### src/rtl/spi_ctrl_pkg.sv
`default_nettype none
// ============================================================================
// Module  : spi_ctrl_pkg
// Brief   : Shared types and constants for the SPI mode-0 master controller.
// Revision: 1.0 - initial release
// ============================================================================
package spi_ctrl_pkg;

    typedef enum logic [1:0] {
        IDLE  = 2'd0,
        LEAD  = 2'd1,
        XFER  = 2'd2,
        TRAIL = 2'd3
    } state_e;

    localparam int SPI_MODE = 0;

    // Wide enough to hold DATA_W itself, so the last bit index never wraps.
    function automatic int bit_cnt_w(input int data_w);
        return $clog2(data_w + 1);
    endfunction

endpackage
`default_nettype wire

### src/rtl/spi_clk_div.sv
`default_nettype none
// ============================================================================
// Module  : spi_clk_div
// Brief   : Half-period tick generator; one tick every div+1 enabled cycles.
// Revision: 1.0 - initial release
// ============================================================================
module spi_clk_div #(
    parameter int DIV_W = 8
) (
    input  logic             clk,
    input  logic             rst,
    input  logic             en,
    input  logic             load,
    input  logic [DIV_W-1:0] div,
    output logic             tick
);

    logic [DIV_W-1:0] cnt_q;

    // Counter only ever reaches div, so div = all-ones never overflows it.
    assign tick = en && !load && (cnt_q == div);

    always_ff @(posedge clk) begin
        if (rst || load || !en) begin
            cnt_q <= '0;
        end else if (cnt_q == div) begin
            cnt_q <= '0;
        end else begin
            cnt_q <= cnt_q + 1'b1;
        end
    end

endmodule
`default_nettype wire

### src/rtl/spi_master_ctrl.sv
`default_nettype none
// ============================================================================
// Module  : spi_master_ctrl
// Brief   : SPI mode-0 master; one MSB-first transfer per accepted start.
// Revision: 1.0 - initial release
// ============================================================================
module spi_master_ctrl
    import spi_ctrl_pkg::*;
#(
    parameter int DATA_W = 8,
    parameter int DIV_W  = 8
) (
    input  logic              clk,
    input  logic              rst,
    input  logic              start,
    input  logic [DATA_W-1:0] tx_data,
    input  logic [DIV_W-1:0]  div,
    input  logic              miso,
    output logic              sclk,
    output logic              cs_n,
    output logic              mosi,
    output logic              busy,
    output logic              done,
    output logic [DATA_W-1:0] rx_data
);

    localparam int            BCW  = bit_cnt_w(DATA_W);
    localparam logic [BCW-1:0] LAST = BCW'(DATA_W - 1);

    state_e              state_q;
    logic [DIV_W-1:0]    div_q;
    logic [BCW-1:0]      bit_cnt_q;
    logic [DATA_W-2:0]   tx_sh_q;
    logic [DATA_W-1:0]   rx_sh_q;
    logic                sclk_q;
    logic                cs_n_q;
    logic                mosi_q;
    logic                busy_q;
    logic                done_q;
    logic [DATA_W-1:0]   rx_data_q;

    logic                w_load;
    logic                w_tick;

    assign w_load = (state_q == IDLE) && start;

    spi_clk_div #(
        .DIV_W (DIV_W)
    ) u_clk_div (
        .clk  (clk),
        .rst  (rst),
        .en   (state_q != IDLE),
        .load (w_load),
        .div  (div_q),
        .tick (w_tick)
    );

    always_ff @(posedge clk) begin
        if (rst) begin
            state_q   <= IDLE;
            div_q     <= '0;
            bit_cnt_q <= '0;
            tx_sh_q   <= '0;
            rx_sh_q   <= '0;
            sclk_q    <= 1'b0;
            cs_n_q    <= 1'b1;
            mosi_q    <= 1'b0;
            busy_q    <= 1'b0;
            done_q    <= 1'b0;
            rx_data_q <= '0;
        end else begin
            done_q <= 1'b0;
            case (state_q)
                IDLE: begin
                    if (start) begin
                        div_q     <= div;
                        tx_sh_q   <= tx_data[DATA_W-2:0];
                        mosi_q    <= tx_data[DATA_W-1];
                        bit_cnt_q <= '0;
                        cs_n_q    <= 1'b0;
                        busy_q    <= 1'b1;
                        state_q   <= LEAD;
                    end
                end
                LEAD: begin
                    if (w_tick) state_q <= XFER;
                end
                XFER: begin
                    if (w_tick) begin
                        if (!sclk_q) begin
                            sclk_q  <= 1'b1;
                            rx_sh_q <= {rx_sh_q[DATA_W-2:0], miso};
                        end else begin
                            sclk_q <= 1'b0;
                            // Last falling edge: mosi keeps the final bit.
                            if (bit_cnt_q == LAST) begin
                                state_q <= TRAIL;
                            end else begin
                                bit_cnt_q <= bit_cnt_q + 1'b1;
                                mosi_q    <= tx_sh_q[DATA_W-2];
                                tx_sh_q   <= {tx_sh_q[DATA_W-3:0], 1'b0};
                            end
                        end
                    end
                end
                TRAIL: begin
                    if (w_tick) begin
                        cs_n_q    <= 1'b1;
                        busy_q    <= 1'b0;
                        done_q    <= 1'b1;
                        rx_data_q <= rx_sh_q;
                        state_q   <= IDLE;
                    end
                end
                default: state_q <= IDLE;
            endcase
        end
    end

    assign sclk    = sclk_q;
    assign cs_n    = cs_n_q;
    assign mosi    = mosi_q;
    assign busy    = busy_q;
    assign done    = done_q;
    assign rx_data = rx_data_q;

endmodule
`default_nettype wire

### config.mk
export PLATFORM = sky130hd
export DESIGN_NAME = spi_master_ctrl
export DESIGN_NICKNAME = d
export VERILOG_FILES = /design/src/rtl/spi_ctrl_pkg.sv /design/src/rtl/spi_clk_div.sv /design/src/rtl/spi_master_ctrl.sv
export SDC_FILE = /design/constraint.sdc
export NUM_CORES = 1
export LEC_CHECK = 0
export BUFFER_PORTS_ARGS = -buffer_cell sky130_fd_sc_hd__buf_2
export CORE_MARGIN = 3
export CORE_UTILIZATION = 56
export DETAILED_ROUTE_END_ITERATION = 10
export PLACE_DENSITY_LB_ADDON = 0.3
export RECOVER_POWER = 50
export SLEW_MARGIN = 30
export SYNTH_ARGS = -nofsm -noshare
export SYNTH_HDL_FRONTEND = slang
export SYNTH_SLANG_ARGS = --single-unit
### constraint.sdc
create_clock -name clk -period 2.9 [get_ports clk]
set_clock_uncertainty 0.05 [all_clocks]
set_input_delay 0.58 -clock clk [delete_from_list [all_inputs] [get_ports clk]]
set_output_delay 0.58 -clock clk [all_outputs]
set_load 0.05 [all_outputs]
### Word level (Yosys, flattened, before mapping)

Cells that the tools add are included.

* add/subtract/negate cells: 2
* muxes and demuxes: 30
* reductions and logical operators: 20
* bitwise gates (word level): 2
* eq/ne operators: 12

Operators with widths (count)
* two-way mux 7 bit: 4
* two-way mux 4 bit: 4
* one-hot mux 7 bit (2 select lines): 1
* two-way mux 2 bit: 6
* two-way mux 1 bit: 10
* adder 8 x 1 -> 8 bit (second input constant): 1
* == test 8 bit: 1
* inequality test 2 bit (second input constant): 4
* one-hot mux 2 bit (4 select lines): 1
* one-hot mux 4 bit (2 select lines): 1
* inequality test 2 x 1 -> 1 bit (second input constant): 3
* one-hot mux 1 bit (2 select lines): 3
* AND reduction 2 bit: 3
* AND reduction 3 bit: 2
* AND reduction 6 bit: 1
* nonzero test 2 bit: 3
* AND reduction 5 bit: 1
* adder 4 x 1 -> 4 bit (second input constant): 1
* == test 2 bit (second input constant): 2
* == test 4 x 3 -> 1 bit (second input constant): 1
* OR reduction 2 bit: 2
* logical AND 1 bit: 3
* == test 2 x 1 -> 1 bit (second input constant): 1
* zero test 1 bit: 2
* 3 further kinds: 5

* register bits after elaboration: 50
* word-level logic and storage cells: 78
* input port bits: 20

### Longest topological paths before layout

* depth after elaboration: 7
* gate-level depth with buffers: 10
* depth with buffers taken out: 7

### By module

A second synthesis with hierarchy kept.

* cell total of the unflattened synthesis: 252
* area, all modules: 2229.6 um^2

Modules (own cells, without submodules)
* spi_master_ctrl: area an instance 1749.2 um^2, cells each 206, times used 1
* spi_clk_div: area an instance 480.5 um^2, cells each 46, times used 1

### Worst setup path before layout

OpenSTA, ideal clock, no wires.

* path kind: reg-to-reg
* start: register state_q[0]
* end: register tx_sh_q[6]
* arrival: 1912 ps
* stages on the path, launching flop included: 10
* slack: 859 ps
* required time: 2771 ps
* path buffers: 2
* path through: dfxtp_1 -> inv_1 -> ha_1 -> buf_2 -> nand2b_1 -> nand4_1 -> o41ai_4 -> buf_6 -> nor2_2 -> a211oi_2

* longest elaborated chain between the ends: 7

Ends and longest elaborated chain
* from (decl): line spi_master_ctrl.sv:30 `state_e state_q;`
* from (signal assigned): line spi_master_ctrl.sv:60 `state_q <= IDLE;`
* from (signal assigned): line spi_master_ctrl.sv:82 `state_q <= LEAD;`
* from (signal assigned): line spi_master_ctrl.sv:86 `if (w_tick) state_q <= XFER;`
* zero test 2 bit: line spi_master_ctrl.sv:45, spi_master_ctrl.sv:73
* logical AND 1 bit: line spi_master_ctrl.sv:45 `assign w_load = (state_q == IDLE) && start;`
* zero test 1 bit: line spi_clk_div.sv:21 `assign tick = en && !load && (cnt_q == div);`
* logical AND 1 bit (2 in a row): line spi_clk_div.sv:21
* inequality test 2 x 1 -> 1 bit (no line)
* AND reduction 5 bit (no line)
* to (signal assigned): line spi_master_ctrl.sv:77 `tx_sh_q <= tx_data[DATA_W-2:0];`
* to (signal assigned): line spi_master_ctrl.sv:101 `tx_sh_q <= {tx_sh_q[DATA_W-3:0], 1'b0};`
* to (decl): line spi_master_ctrl.sv:33 `logic [DATA_W-2:0] tx_sh_q;`

Several ways; a longest one is shown, not always the timed one.
A chain may end at the register's enable or synchronous reset.

### Worst setup path in the final report

* start: register state_q[0]
* end: register tx_sh_q[5]

Same word-level chain as after synthesis.

==> impl_metrics.xml <==
<?xml version="1.0" encoding="UTF-8"?>
<metrics>
  <group name="cells_and_area">
    <metric name="layout_commonest_cell" unit="">dfxtp_1</metric>
    <metric name="syn_to_final_growth" unit="%">12.49</metric>
    <metric name="nets" unit="">293</metric>
    <metric name="fin_util" unit="%">67.65</metric>
    <metric name="post_route_cells_drive_above_1_share" unit="%">16.10</metric>
    <metric name="layout.filler_cells" unit="">335</metric>
    <metric name="antenna_cells" unit="">0</metric>
    <metric name="most-common-layout-cells" unit="">dfxtp_1, nor2_1, mux2i_1</metric>
  </group>
  <group name="routing">
    <metric name="drt_drc_violations_left" unit="">0</metric>
    <metric name="detailedRoute.firstIterationViolations" unit="">91</metric>
    <metric name="drtAntennaViolNets" unit="">0</metric>
    <metric name="avgRoutedWirePerCell" unit="µm">12.52</metric>
    <metric name="m1_wl" unit="µm">1943</metric>
    <metric name="met2_length" unit="µm">1811</metric>
    <metric name="met3RoutedLength" unit="µm">147</metric>
    <metric name="vias" unit="">1613</metric>
    <metric name="top_layer" unit="">met4</metric>
    <metric name="route.final.wire_length" unit="µm">3944</metric>
    <metric name="drt-vias-per-instance" unit="">5.121</metric>
    <metric name="dr.pass1.iters" unit="">4</metric>
  </group>
  <group name="critical_path">
    <metric name="worstPathBufferInverterCount" unit="">2</metric>
    <metric name="reg2regPathDepth" unit="">8</metric>
    <metric name="setup.worst_path.class" unit="">reg -&gt; reg</metric>
    <metric name="timing.critical_path.fanout_max" unit="">12</metric>
    <metric name="timing.rr.end" unit="">tx_sh_q[5]</metric>
    <metric name="critical_path.cell_chain" unit="">inv_1 &gt; ha_1 &gt; and2_0 &gt; nand2b_1 &gt; o41ai_4 &gt; buf_6 &gt; nor2_1 &gt; a211oi_1</metric>
    <metric name="endpoint_kind" unit="">flip-flop</metric>
    <metric name="timing.rr.start" unit="">state_q[0]</metric>
    <metric name="timing.reg2reg.setup_slack" unit="ns">0.56</metric>
    <metric name="start_kind" unit="">flip-flop</metric>
    <metric name="worst_ep_required_time" unit="ns">3.06</metric>
    <metric name="critPathTopFamily" unit="">simple AND/OR/NAND/NOR gates</metric>
    <metric name="crit_start" unit="">state_q[0]</metric>
    <metric name="critPathSlowestCell" unit="">and2_0</metric>
    <metric name="worst_ep_arrival_time" unit="ns">2.50</metric>
    <metric name="setup.worst_path.end" unit="">tx_sh_q[5]</metric>
    <metric name="critical_path.max_stage_delay" unit="ns">0.51</metric>
    <metric name="cp_num_cells" unit="">8</metric>
  </group>
  <group name="synth">
    <metric name="postSynthNetCount" unit="">259</metric>
    <metric name="netlist-cell-type-count" unit="">40</metric>
    <metric name="syn_avg_cell_area" unit="µm²">9.848</metric>
    <metric name="post_synth_fa_ha_maj_area_fraction" unit="%">3.834</metric>
    <metric name="fraction_of_the_mapped_netlist_area_in_compound_gates" unit="%">9.912</metric>
    <metric name="mappedNetlistArea" unit="µm²">2285</metric>
    <metric name="sequential_fraction_of_the_synthesis_area" unit="%">43.81</metric>
    <metric name="ys.warnings.count" unit="">0</metric>
    <metric name="area_share_of_xor_xnor_cells_in_the_synthesized_design" unit="%">7.393</metric>
    <metric name="postSynthCellCount" unit="">232</metric>
    <metric name="synth-simple-area-share" unit="%">21.08</metric>
    <metric name="synth_top_family_by_area" unit="">simple AND/OR/NAND/NOR gates</metric>
    <metric name="ys_ff_latch" unit="">50</metric>
    <metric name="synth_mux_area_share" unit="%">10.51</metric>
  </group>
  <group name="timing">
    <metric name="clock.fmax" unit="GHz">0.4273</metric>
    <metric name="grt_setup_unrepaired" unit="">false</metric>
    <metric name="timing.slew.headroom" unit="%">45.21</metric>
    <metric name="period_share" unit="%">80.69</metric>
    <metric name="post-route-worst-setup-slack" unit="ns">0.5599</metric>
    <metric name="period_needed" unit="ns">2.340</metric>
    <metric name="timing.final.max_slew_violations" unit="">0</metric>
    <metric name="hold_violations" unit="">0</metric>
    <metric name="worst_max_slew_pin_slew" unit="ns">0.8133</metric>
    <metric name="report.final.setup_viol" unit="">0</metric>
    <metric name="fin_worst_hold_slack" unit="ns">0.4068</metric>
    <metric name="fin_tns_setup" unit="ns">0</metric>
  </group>
  <group name="placement">
    <metric name="port_buffers" unit="">32</metric>
    <metric name="place_ws" unit="ns">0.3815</metric>
    <metric name="place_congestion" unit="">0.7351</metric>
    <metric name="detailedPlacementHpwl" unit="µm">2850</metric>
  </group>
  <group name="power_and_ir_drop">
    <metric name="p_total" unit="mW">1.943</metric>
    <metric name="leakagePower" unit="nW">0.9379</metric>
    <metric name="ir_drop" unit="mV">0.3700</metric>
    <metric name="power_per_cell_area" unit="nW/µm²">755.9</metric>
  </group>
  <group name="clocking">
    <metric name="number_of_clock_buffers_inserted_by_tritoncts" unit="">5</metric>
    <metric name="clock_path_buffers" unit="">2</metric>
    <metric name="cts_max_level" unit="">2</metric>
    <metric name="cts_tree" unit="">done</metric>
    <metric name="cts_resized" unit="">0</metric>
    <metric name="worst_skew_pair.late_latency" unit="ns">0.29</metric>
    <metric name="post-cts-setup-buffer-count" unit="">0</metric>
    <metric name="cts_root_buf" unit="">clkbuf_8</metric>
    <metric name="postCtsHoldBufs" unit="">0</metric>
    <metric name="clock_sinks" unit="">50</metric>
    <metric name="cts.clk_slew.worst_paths" unit="ns">0.08</metric>
  </group>
  <group name="min_path">
    <metric name="worst_hold_path_type" unit="">reg -&gt; reg</metric>
  </group>
  <group name="die">
    <metric name="core.rowCount" unit="">22</metric>
    <metric name="pin_count" unit="">33</metric>
    <metric name="die_w" unit="µm">69.88</metric>
    <metric name="core-area" unit="µm²">3799</metric>
    <metric name="initial_utilization" unit="%">60.14</metric>
    <metric name="die_area" unit="µm²">4883</metric>
    <metric name="die-height" unit="µm">69.88</metric>
  </group>
  <group name="global_route">
    <metric name="grt_start_max_net_pins" unit="">21</metric>
    <metric name="number_of_global_route_vias_before_repair" unit="">1557</metric>
    <metric name="antenna_found_initial" unit="">0</metric>
    <metric name="grt_first_pass_wirelength" unit="µm">6762</metric>
    <metric name="grt_overflow" unit="">0</metric>
    <metric name="grt_usage" unit="%">16.72</metric>
  </group>
  <group name="job">
    <metric name="maxCapViolations" unit="">0</metric>
  </group>
  <group name="outcome">
    <metric name="run_status" unit="">finished, final reports clean</metric>
  </group>
</metrics>
## logic make-up (layout without fill, tap and decap cells)
family,after synthesis,in the layout
and+or+nand+nor,89,89
DFF,50,50
AOI/OAI and AO/OA,29,29
muxes,24,24
buffers and inverters,18,53
xor gates and xnor gates,15,15
adders and majority gates,7,7
## per-layer routing
| layer | vias to the layer above | track usage (%) |
|---|---|---|
| li1 | 865 | - |
| met1 | 716 | 21.49 |
| met2 | 28 | 27.18 |
| met3 | 4 | 3.885 |
| met4 | 0 | 6.383 |
| met5 | - | 0 |
## final cells by class
| type | instances | area, µm² | area share [%] |
|---|---|---|---|
| repair buffers | 38 | 192.7 | 7.498 |
| well taps | 48 | 60.06 | 2.337 |
| clock buffers | 7 | 86.33 | 3.359 |
| multi-input cells | 164 | 1199 | 46.64 |
| clock inverters | 1 | 5.005 | 0.1947 |
| inverters | 7 | 26.28 | 1.022 |
| flip-flops and latches | 50 | 1001 | 38.95 |
## how the worst min path moves through the flow
| stage | cells past startpoint | startpoint | endpoint |
|---|---|---|---|
| 5_1_grt | 1 | bit_cnt_q[3] | bit_cnt_q[3] |
| 4_1_cts | 1 | bit_cnt_q[3] | bit_cnt_q[3] |
| 2_1_floorplan | 1 | bit_cnt_q[3] | bit_cnt_q[3] |
| 3_5_place_dp | 1 | bit_cnt_q[3] | bit_cnt_q[3] |
| 6_report | 1 | bit_cnt_q[3] | bit_cnt_q[3] |
| 3_3_place_gp | 1 | bit_cnt_q[3] | bit_cnt_q[3] |
## cells in the mapped netlist
master      n  share of area, %
a2111oi_2   1              0.66
a211oi_1    7               2.3
a211oi_2    1              0.55
a21o_1      1              0.33
a21oi_1     8               1.8
a41o_1      1              0.44
and2_1      1              0.27
and3_1      3              0.82
buf_1       1              0.16
buf_2       3              0.66
buf_6       1              0.49
clkbuf_1    6              0.99
dfxtp_1    50                44
ha_1        7               3.8
inv_1       7               1.2
mux2i_1    24                11
nand2_1    18               3.0
nand2b_1   17               4.7
nand3_1     6               1.3
nand3b_1    2              0.66
nand4_1     2              0.55
nand4_2     1              0.55
nand4_4     1              0.93
nor2_1     27               4.4
nor2_2      1              0.27
nor2b_1     4               1.1
nor3_1      2              0.44
nor3b_1     1              0.33
nor4b_1     2              0.77
nor4b_4     1               1.0
o21a_1      1              0.33
o21ai_0     2              0.44
o21ai_1     1              0.22
o22a_1      2              0.77
o22ai_1     2              0.55
o41ai_1     1              0.38
o41ai_4     1               1.2
xnor2_1     5               1.9
xnor2_2     5               3.6
xor2_1      5               1.9
## metrics by stage
| step | instances | area [µm²] |
|---|---|---|
| after floorplan | 232 | 2285 |
| after global placement | 306 | 2496 |
| after detailed placement | 306 | 2496 |
| after CTS | 314 | 2587 |
| after global routing | 315 | 2570 |
| final | 315 | 2570 |
## where the power goes
group	internal [mW]	total [mW]	switching [mW]	leakage, nW
Clock	0.193	0.404	0.212	0.0482
Sequential	0.774	0.838	0.0642	0.407
Combinational	0.272	0.700	0.428	0.483
## registers in the layout, indices dropped and copies added (netlist names)
name             cells
rx_data              8
state_q              2
mosi                 1
busy                 1
u_clk_div.cnt_q      8
div_q                8
bit_cnt_q            4
cs_n                 1
tx_sh_q              7
sclk                 1
rx_sh_q              8
done                 1
Note: power is estimated with default switching activity, not from simulation.
